==> config.mk <==
export PLATFORM = sky130hd
export DESIGN_NAME = fetch_stage
export DESIGN_NICKNAME = d
export VERILOG_FILES = /design/src/rtl/fetch_stage_pkg.sv /design/src/rtl/fetch_skid_reg.sv /design/src/rtl/fetch_stage.sv
export SDC_FILE = /design/constraint.sdc
export NUM_CORES = 1
export LEC_CHECK = 0
export ABC_AREA = 1
export CAP_MARGIN = 20
export CORE_UTILIZATION = 44
export DETAILED_ROUTE_END_ITERATION = 8
export PLACE_DENSITY = 0.74
export SYNTH_ARGS = -nofsm -noshare
export SYNTH_HDL_FRONTEND = slang
export SYNTH_SLANG_ARGS = --single-unit
==> constraint.sdc <==
create_clock -name clk -period 2.1 [get_ports clk]
set_clock_uncertainty 0.1 [all_clocks]
set_input_delay 0.42 -clock clk [delete_from_list [all_inputs] [get_ports clk]]
set_output_delay 0.42 -clock clk [all_outputs]
set_load 0.005 [all_outputs]
==> src/rtl/fetch_stage_pkg.sv <==
// ---------------------------------------------------------------------------
// fetch_stage_pkg
// Shared constants and types for the instruction fetch front end.
//   INST_NOP       : instruction presented to decode when the slot is empty
//   fetch_state_t  : fetch FSM encoding (EMPTY / FETCH / HOLD)
//   word_align     : clears the byte-offset bits of a 16-bit address
// ---------------------------------------------------------------------------
package fetch_stage_pkg;

    localparam logic [31:0] INST_NOP = 32'h0000_0013;

    // EMPTY: nothing in flight, skid empty.
    // FETCH: one read in flight, imem_rdata valid this cycle.
    // HOLD : skid full, nothing in flight.
    typedef enum logic [1:0] {
        EMPTY = 2'd0,
        FETCH = 2'd1,
        HOLD  = 2'd2
    } fetch_state_t;

    function automatic logic [15:0] word_align(input logic [15:0] addr);
        return addr & 16'hFFFC;
    endfunction

endpackage

==> src/rtl/fetch_skid_reg.sv <==
// ---------------------------------------------------------------------------
// fetch_skid_reg
// One-entry {pc, inst} holding register used to park a response that decode
// could not accept.
//   clk        in   clock
//   rst        in   synchronous active-high reset (empties the entry)
//   load       in   capture load_pc/load_inst, mark valid
//   clear      in   drop the entry (wins over load)
//   load_pc    in   PC to capture
//   load_inst  in   instruction to capture
//   valid      out  entry holds a live instruction
//   pc         out  stored PC
//   inst       out  stored instruction (INST_NOP when empty)
// ---------------------------------------------------------------------------
module fetch_skid_reg
    import fetch_stage_pkg::*;
#(
    parameter int PC_WIDTH = 16
) (
    input  logic                clk,
    input  logic                rst,
    input  logic                load,
    input  logic                clear,
    input  logic [PC_WIDTH-1:0] load_pc,
    input  logic [31:0]         load_inst,
    output logic                valid,
    output logic [PC_WIDTH-1:0] pc,
    output logic [31:0]         inst
);

    logic                valid_r;
    logic [PC_WIDTH-1:0] pc_r;
    logic [31:0]         inst_r;

    // Entry storage: clear beats load so a redirect always empties the skid.
    always_ff @(posedge clk) begin
        if (rst || clear) begin
            valid_r <= 1'b0;
            pc_r    <= '0;
            inst_r  <= INST_NOP;
        end else if (load) begin
            valid_r <= 1'b1;
            pc_r    <= load_pc;
            inst_r  <= load_inst;
        end else begin
            valid_r <= valid_r;
            pc_r    <= pc_r;
            inst_r  <= inst_r;
        end
    end

    assign valid = valid_r;
    assign pc    = pc_r;
    assign inst  = inst_r;

endmodule

==> src/rtl/fetch_stage.sv <==
// ---------------------------------------------------------------------------
// fetch_stage
// Instruction fetch front end. Issues word-aligned reads to a synchronous
// instruction memory (1-cycle latency), presents {pc, inst} to decode,
// parks one stalled response in a skid register and redirects on a taken
// branch/jump.
//   clk             in   clock
//   rst             in   synchronous active-high reset
//   imem_req        out  read strobe, imem_addr valid this cycle
//   imem_addr       out  word-aligned read address
//   imem_rdata      in   data for the address issued the previous cycle
//   redirect_valid  in   taken branch/jump: squash slot and refetch
//   redirect_pc     in   redirect target, bits [1:0] ignored
//   decode_stall    in   decode did not consume the presented slot
//   decode_valid    out  presented slot holds a live instruction
//   decode_pc       out  PC of the presented instruction
//   decode_inst     out  presented instruction, INST_NOP when not valid
// ---------------------------------------------------------------------------
module fetch_stage
    import fetch_stage_pkg::*;
#(
    parameter int                PC_WIDTH = 16,
    parameter logic [PC_WIDTH-1:0] RESET_PC = {PC_WIDTH{1'b0}}
) (
    input  logic                clk,
    input  logic                rst,
    output logic                imem_req,
    output logic [PC_WIDTH-1:0] imem_addr,
    input  logic [31:0]         imem_rdata,
    input  logic                redirect_valid,
    input  logic [PC_WIDTH-1:0] redirect_pc,
    input  logic                decode_stall,
    output logic                decode_valid,
    output logic [PC_WIDTH-1:0] decode_pc,
    output logic [31:0]         decode_inst
);

    localparam logic [PC_WIDTH-1:0] ALIGN_MASK = ~(PC_WIDTH'(3));
    localparam logic [PC_WIDTH-1:0] PC_STEP    = PC_WIDTH'(4);

    fetch_state_t        state_r;
    logic [PC_WIDTH-1:0] fetch_pc_r;
    logic [PC_WIDTH-1:0] inflight_pc_r;

    logic                issue_s;
    logic [PC_WIDTH-1:0] issue_addr_s;
    logic                skid_load_s;
    logic                skid_valid_s;
    logic [PC_WIDTH-1:0] skid_pc_s;
    logic [31:0]         skid_inst_s;
    logic                slot_live_s;
    logic [PC_WIDTH-1:0] slot_pc_s;
    logic [31:0]         slot_inst_s;

    // Issue decision and read address; a redirect always issues its target.
    always_comb begin
        issue_s      = 1'b0;
        issue_addr_s = fetch_pc_r;
        if (rst) begin
            issue_s = 1'b0;
        end else begin
            issue_s = redirect_valid || (state_r == EMPTY) || !decode_stall;
        end
        if (redirect_valid) begin
            issue_addr_s = redirect_pc & ALIGN_MASK;
        end else begin
            issue_addr_s = fetch_pc_r;
        end
    end

    assign imem_req  = issue_s;
    assign imem_addr = issue_addr_s;

    // Park the in-flight response only when decode stalls on a live FETCH slot.
    always_comb begin
        skid_load_s = 1'b0;
        if (!rst && !redirect_valid && (state_r == FETCH) && decode_stall) begin
            skid_load_s = 1'b1;
        end else begin
            skid_load_s = 1'b0;
        end
    end

    fetch_skid_reg #(
        .PC_WIDTH (PC_WIDTH)
    ) u_skid (
        .clk       (clk),
        .rst       (rst),
        .load      (skid_load_s),
        .clear     (redirect_valid),
        .load_pc   (inflight_pc_r),
        .load_inst (imem_rdata),
        .valid     (skid_valid_s),
        .pc        (skid_pc_s),
        .inst      (skid_inst_s)
    );

    // Fetch FSM and PC registers; redirect has top priority over every state.
    always_ff @(posedge clk) begin
        if (rst) begin
            state_r       <= EMPTY;
            fetch_pc_r    <= RESET_PC;
            inflight_pc_r <= RESET_PC;
        end else begin
            if (issue_s) begin
                inflight_pc_r <= issue_addr_s;
                fetch_pc_r    <= issue_addr_s + PC_STEP;
            end else begin
                inflight_pc_r <= inflight_pc_r;
                fetch_pc_r    <= fetch_pc_r;
            end
            if (redirect_valid) begin
                state_r <= FETCH;
            end else begin
                case (state_r)
                    EMPTY:   state_r <= FETCH;
                    FETCH:   state_r <= decode_stall ? HOLD : FETCH;
                    HOLD:    state_r <= decode_stall ? HOLD : FETCH;
                    default: state_r <= EMPTY;
                endcase
            end
        end
    end

    // Select the presented slot source from the current state.
    always_comb begin
        slot_live_s = 1'b0;
        slot_pc_s   = fetch_pc_r;
        slot_inst_s = INST_NOP;
        case (state_r)
            FETCH: begin
                slot_live_s = 1'b1;
                slot_pc_s   = inflight_pc_r;
                slot_inst_s = imem_rdata;
            end
            HOLD: begin
                slot_live_s = skid_valid_s;
                slot_pc_s   = skid_pc_s;
                slot_inst_s = skid_inst_s;
            end
            EMPTY: begin
                slot_live_s = 1'b0;
                slot_pc_s   = fetch_pc_r;
                slot_inst_s = INST_NOP;
            end
            default: begin
                slot_live_s = 1'b0;
                slot_pc_s   = fetch_pc_r;
                slot_inst_s = INST_NOP;
            end
        endcase
    end

    // Decode outputs: reset and redirect (wrong path) both kill the slot.
    always_comb begin
        decode_valid = 1'b0;
        decode_pc    = RESET_PC;
        decode_inst  = INST_NOP;
        if (rst) begin
            decode_valid = 1'b0;
            decode_pc    = RESET_PC;
            decode_inst  = INST_NOP;
        end else if (redirect_valid || !slot_live_s) begin
            decode_valid = 1'b0;
            decode_pc    = slot_pc_s;
            decode_inst  = INST_NOP;
        end else begin
            decode_valid = 1'b1;
            decode_pc    = slot_pc_s;
            decode_inst  = slot_inst_s;
        end
    end

endmodule

* Word-level counts from Yosys, hierarchy flattened
Index checks and enable logic that the tools add are counted. Widths: inputs -> output; s select.
Storage, ports and cells: bits in registers 83, input port bits 52, output and inout bits 66, logic and storage cells 38
Operators by class: add/sub/neg operators 1, equality and inequality tests 2, multiplexer cells 14, reduce and logical (&&, ||, !) cells 14
Operator list (number):
- $mux 32 | 2
- $pmux 32 s2 | 1
- $mux 16 | 2
- $pmux 16 s2 | 1
- $add 16x3->16 const B | 1
- $mux 1 | 5
- $logic_not 1->1 | 4
- $logic_or 1x1->1 | 4
- $pmux 2 s2 | 1
- $reduce_or 2->1 | 2
- $logic_and 1x1->1 | 3
- $eq 2x1->1 const B | 1
- $eq 2x2->1 const B | 1
- $logic_not 2->1 | 1
- $mux 2 | 1
- $pmux 1 s2 | 1

* Logic depth before layout (Yosys ltp)
depth in word-level cells 6, mapped depth 12, depth with buffers taken out 11

* Cells and area by module
Synthesis repeated with hierarchy kept, for this count alone.
Second synthesis, totals: cells, all modules 737, area total of the unflattened synthesis 4653.2 µm²
Modules (own cells, without submodules):
- fetch_stage | instances 1, cells each 435, area an instance 2637.5 µm², sequential area each 640.6 µm²
- fetch_skid_reg | instances 1, cells each 302, area an instance 2015.7 µm², sequential area each 980.9 µm²

* Least setup slack after synthesis
Ideal clock, no wire load.
path type register -> output, from reg state_r[0], to out decode_inst[21], arrival 1.609 ns, data required time 1.580 ns, slack -0.029 ns, cell stages (with the launch flop) 9, path buffers 2, cell sequence dfxtp_1 inv_1 ha_1 buf_2 clkinv_1 nor3_1 nand2_1 clkbuf_1 a21oi_1
Between the ends: cells in the longest elaborated chain, start to end 6, elaborated cells between the ends (all ways) 8, those cells by class 2 x eq/ne; 4 x mux; 2 x reduce/logical
RTL lines:
- start: declaration | line fetch_stage.sv:41 | fetch_state_t state_r;
- start signal: assignment | line fetch_stage.sv:117 | FETCH: state_r <= decode_stall ? HOLD : FETCH;
- start signal: assignment | line fetch_stage.sv:118 | HOLD: state_r <= decode_stall ? HOLD : FETCH;
- $eq 2x2->1 or $eq 2x1->1 (tied branches) | line fetch_stage.sv:130 | case (state_r)
- $pmux 1 s2 | line fetch_stage.sv:130
- $logic_not 1->1 | line fetch_stage.sv:163 | end else if (redirect_valid || !slot_live_s) begin
- $logic_or 1x1->1 | line fetch_stage.sv:163
- $mux 32 * | line fetch_stage.sv:163
- $mux 32 * | line fetch_stage.sv:159 | if (rst) begin
- end: declaration | line fetch_stage.sv:35 | output logic [31:0] decode_inst
Mark *: on every way between the ends. The rest lies on a longest branch, timed or not.

* Worst setup path in the final report
from reg state_r[1], to out decode_inst[1]
Same word-level chain as after synthesis.

==> impl_metrics.csv <==
group,metric,value,unit
status,status,"complete, but fails checks",
status,violations,"setup timing",
clock_network,htree_levels,3,
synth,yosysSeqAreaShare,0.384,
setup_path,cp.arrival,1920,ps
grt,grt_first_pass_wirelength,22.9,mm
detailed_routing,first_pass_iters,5,
clock_network,root_buffer,"clkbuf_8",
setup_path,endpoint,"decode_inst[1]",
detailed_routing,routedWlPerCell,16.2,um
clock_network,cts_sinks,81,
grt,grt_overflow,0,
synth,synthMostInstantiatedCell,"nand2_1",
synth,ys_ff_latch,81,
synth,synth_warnings,0,
synth,synth_nets,708,
synth,muxShareOfSynthArea,0,
placed_design,dp_hpwl,9.50,mm
sta,max_slew.worst_pin.slew,436,ps
synth,yosys.cell_types.count,30,
sta,fmax,0.410,GHz
clock_network,cts_tree,"yes",
synth,synth_top_family_by_area,"simple AND/OR/NAND/NOR gates",
detailed_routing,postRouteAntennaNets,0,
setup_path,cp_slowest_cell,"dfxtp_4",
setup_path,path_cells,"inv_4, ha_4, inv_8, nor3_4, nand2_4, buf_12, a21oi_2, o21ai_1, buf_2",
setup_path,critPathKind,"reg2out",
sta,grt_setup_unrepaired,"true",
clock_network,clkLatencyLatePin,350,ps
sta,finalCriticalPeriod,2440,ps
floorplanning,io_pins,118,
setup_path,rr_endpoint,"u_skid.pc[3]",
detailed_routing,via_per_inst,5.37,
sta,setup_viol,54,
detailed_routing,num_vias,5240,
floorplanning,die_area,10000,um2
worst_hold_path,min_path_type,"reg2reg",
sta,slew_headroom,0.706,
floorplanning,start_util,0.455,
synth,synth_top_cell_by_area,"dfxtp_1",
finish,fin_nets,899,
synth,synth-edff-count,0,
power,powerDensity,567,nW/um2
setup_path,crit_start,"state_r[1]",
finish,syn2layout_area_growth,62.1,%
synth,syn_area,4230,um2
synth,synth_common_cells,"nand2_1 (199), dfxtp_1 (81), inv_1 (65), a21oi_1 (63), o21ai_0 (60)",
grt,antenna_found_initial,0,
setup_path,cp-start-kind,"flip-flop",
finish,antennaDiodeCount,0,
grt,grt_usage,0.288,
grt,grt_max_degree,35,
clock_network,clk_pin_slew,90,ps
placed_design,numPortBuffers,115,
job,drv_cap,0,
detailed_routing,drc_errors,0,
placed_design,place_congestion,0.872,
clock_network,cts-buffers-inserted,9,
finish,layout-drive-gt1-share,0.342,
placed_design,dp_slack,-524,ps
floorplanning,dieWidth,100,um
synth,avgSynthCellArea,6.49,um2
setup_path,worstReg2RegStart,"state_r[0]",
clock_network,cts_max_path_buffers,2,
sta,hold_viol_final,0,
floorplanning,die_h,100,um
finish,fillers,690,
synth,synth_fa_ha_area_frac,0.0148,
detailed_routing,drt-total-wl,15.8,mm
sta,min_period_over_period,1.16,
detailed_routing,drt_iter0_markers,337,
power,ir_worst_vdd,0.407,mV
synth,async_flop_share,0,
synth,synth_compound_area_frac,0.197,
synth,synth_area_leaders,"dfxtp_1 (38%), nand2_1 (18%), a21oi_1 (7.5%)",
sta,setup_slack,-339,ps
setup_path,path_max_fanout,8,
setup_path,cpPeakStageDelay,370,ps
power,p_leak,3.17,nW
setup_path,cp.required,1580,ps
setup_path,ff2ff_setup_slack,-40,ps
grt,first_global_vias,4843,
floorplanning,core,9280,um2
sta,drv_slew,0,
sta,whs,372,ps
synth,synth-simple-area-share,0.295,
synth,synth_top_area_share,0.384,
synth,synth_xor_area_frac,0,
setup_path,rr_worst_depth,8,
synth,synthFlopType,"dfxtp_1",
floorplanning,rows,35,
setup_path,end_kind,"output port",
synth,syn_inst,651,
==> state kept, by name, summed over array words and instances, names as in the netlist <==
name / cells
u_skid.pc: 16
inflight_pc_r: 14
fetch_pc_r: 16
u_skid.inst: 32
state_r: 2
u_skid.valid: 1
==> placed cells by master, fill, tap and decap left out, types with 4 or more instances in the layout <==
cell / netlist / final
nor2_2: 6 / 11
inv_6: 0 / 4
clkbuf_2: 0 / 4
o21ai_2: 6 / 18
dlygate4sd2_1: 0 / 6
buf_12: 1 / 11
nor2_1: 37 / 32
buf_16: 0 / 6
a21oi_2: 0 / 38
o22ai_1: 10 / 10
nand3_1: 45 / 43
a21oi_1: 63 / 22
buf_6: 1 / 8
nand2_2: 8 / 21
dfxtp_1: 81 / 79
nand2_4: 1 / 7
inv_1: 65 / 59
clkbuf_8: 0 / 9
buf_4: 0 / 77
dlymetal6s2s_1: 0 / 6
o21ai_0: 60 / 31
o21ai_1: 6 / 22
clkdlybuf4s50_1: 0 / 53
nand2_1: 199 / 180
inv_2: 4 / 6
buf_2: 14 / 44
==> worst min path at each step <==
| stage | start | cells past startpoint | endpoint |
|---|---|---|---|
| global placement | u_skid.inst[15] | 2 | u_skid.inst[15] |
| detailed placement | u_skid.inst[13] | 2 | u_skid.inst[13] |
| CTS | u_skid.inst[12] | 2 | u_skid.inst[12] |
| global route | u_skid.inst[15] | 2 | u_skid.inst[15] |
| floorplan | u_skid.valid | 2 | u_skid.valid |
| finish | u_skid.inst[15] | 2 | u_skid.inst[15] |
==> worst max-delay path: cells and delay by family, from the launching register on <==
| family | cells | cell delay, ps |
|---|---|---|
| DFF | 1 | 370 |
| AOI/OAI and AO/OA | 2 | 190 |
| buffers and inverters | 4 | 410 |
| and+or+nand+nor | 2 | 300 |
| adders and majority gates | 1 | 290 |
==> report_power, final <==
| group | switching (W) | internal, W | total [W] |
|---|---|---|---|
| clock network | 0.000653 | 0.000575 | 0.00123 |
| logic | 0.000531 | 0.000493 | 0.00102 |
| registers | 0.0000368 | 0.00160 | 0.00164 |
==> final cells by class <==
type	count	area, um2	area share
multi-input combinational	461	2530	0.370
timing repair buffer	219	2030	0.296
sequential	81	1630	0.237
inverter	70	295	0.0431
tap	129	161	0.0236
clock buffer	9	124	0.0181
clock inverter	7	83.8	0.0122
==> stage by stage <==
stage	cells	TNS, ps	power (W)	util	cell area, um2
2_1_floorplan	651	0	0.00203	-	4230
3_3_place_gp	937	-28400	0.00246	0.648	6010
3_5_place_dp	937	-30390	0.00248	0.648	6010
4_1_cts	965	-11940	0.00376	0.706	6550
5_1_grt	976	-14440	0.00404	0.738	6850
6_report	976	-11070	0.00389	0.738	6850
==> cell families (layout without fill, tap and decap cells) <==
| group | count (synthesis) | in the layout |
|---|---|---|
| AOI/OAI and AO/OA | 153 | 153 |
| adders and majority gates | 5 | 5 |
| buffers and inverters | 109 | 305 |
| DFF | 81 | 81 |
| and+or+nand+nor | 303 | 303 |
==> timing repair <==
action / in CTS / in global routing
setup endpoints to repair: 71 / 61
hold buffers: 0 / 0
hold endpoints to repair: 0 / 0
resized for setup: 313 / 70
buffers inserted: 6 / 10
pin swaps: 18 / 20
gates cloned: 6 / 2
==> layer usage <==
| metal | part of all wire | GRT usage | vias to the layer above |
|---|---|---|---|
| met5 | 0 | 0 | - |
| li1 | - | - | 2486 |
| met2 | 0.49 | 0.496 | 229 |
| met3 | 0.061 | 0.0425 | 73 |
| met4 | 0.047 | 0.129 | 0 |
| met1 | 0.40 | 0.357 | 2452 |
(Power assumes the default switching activity.)
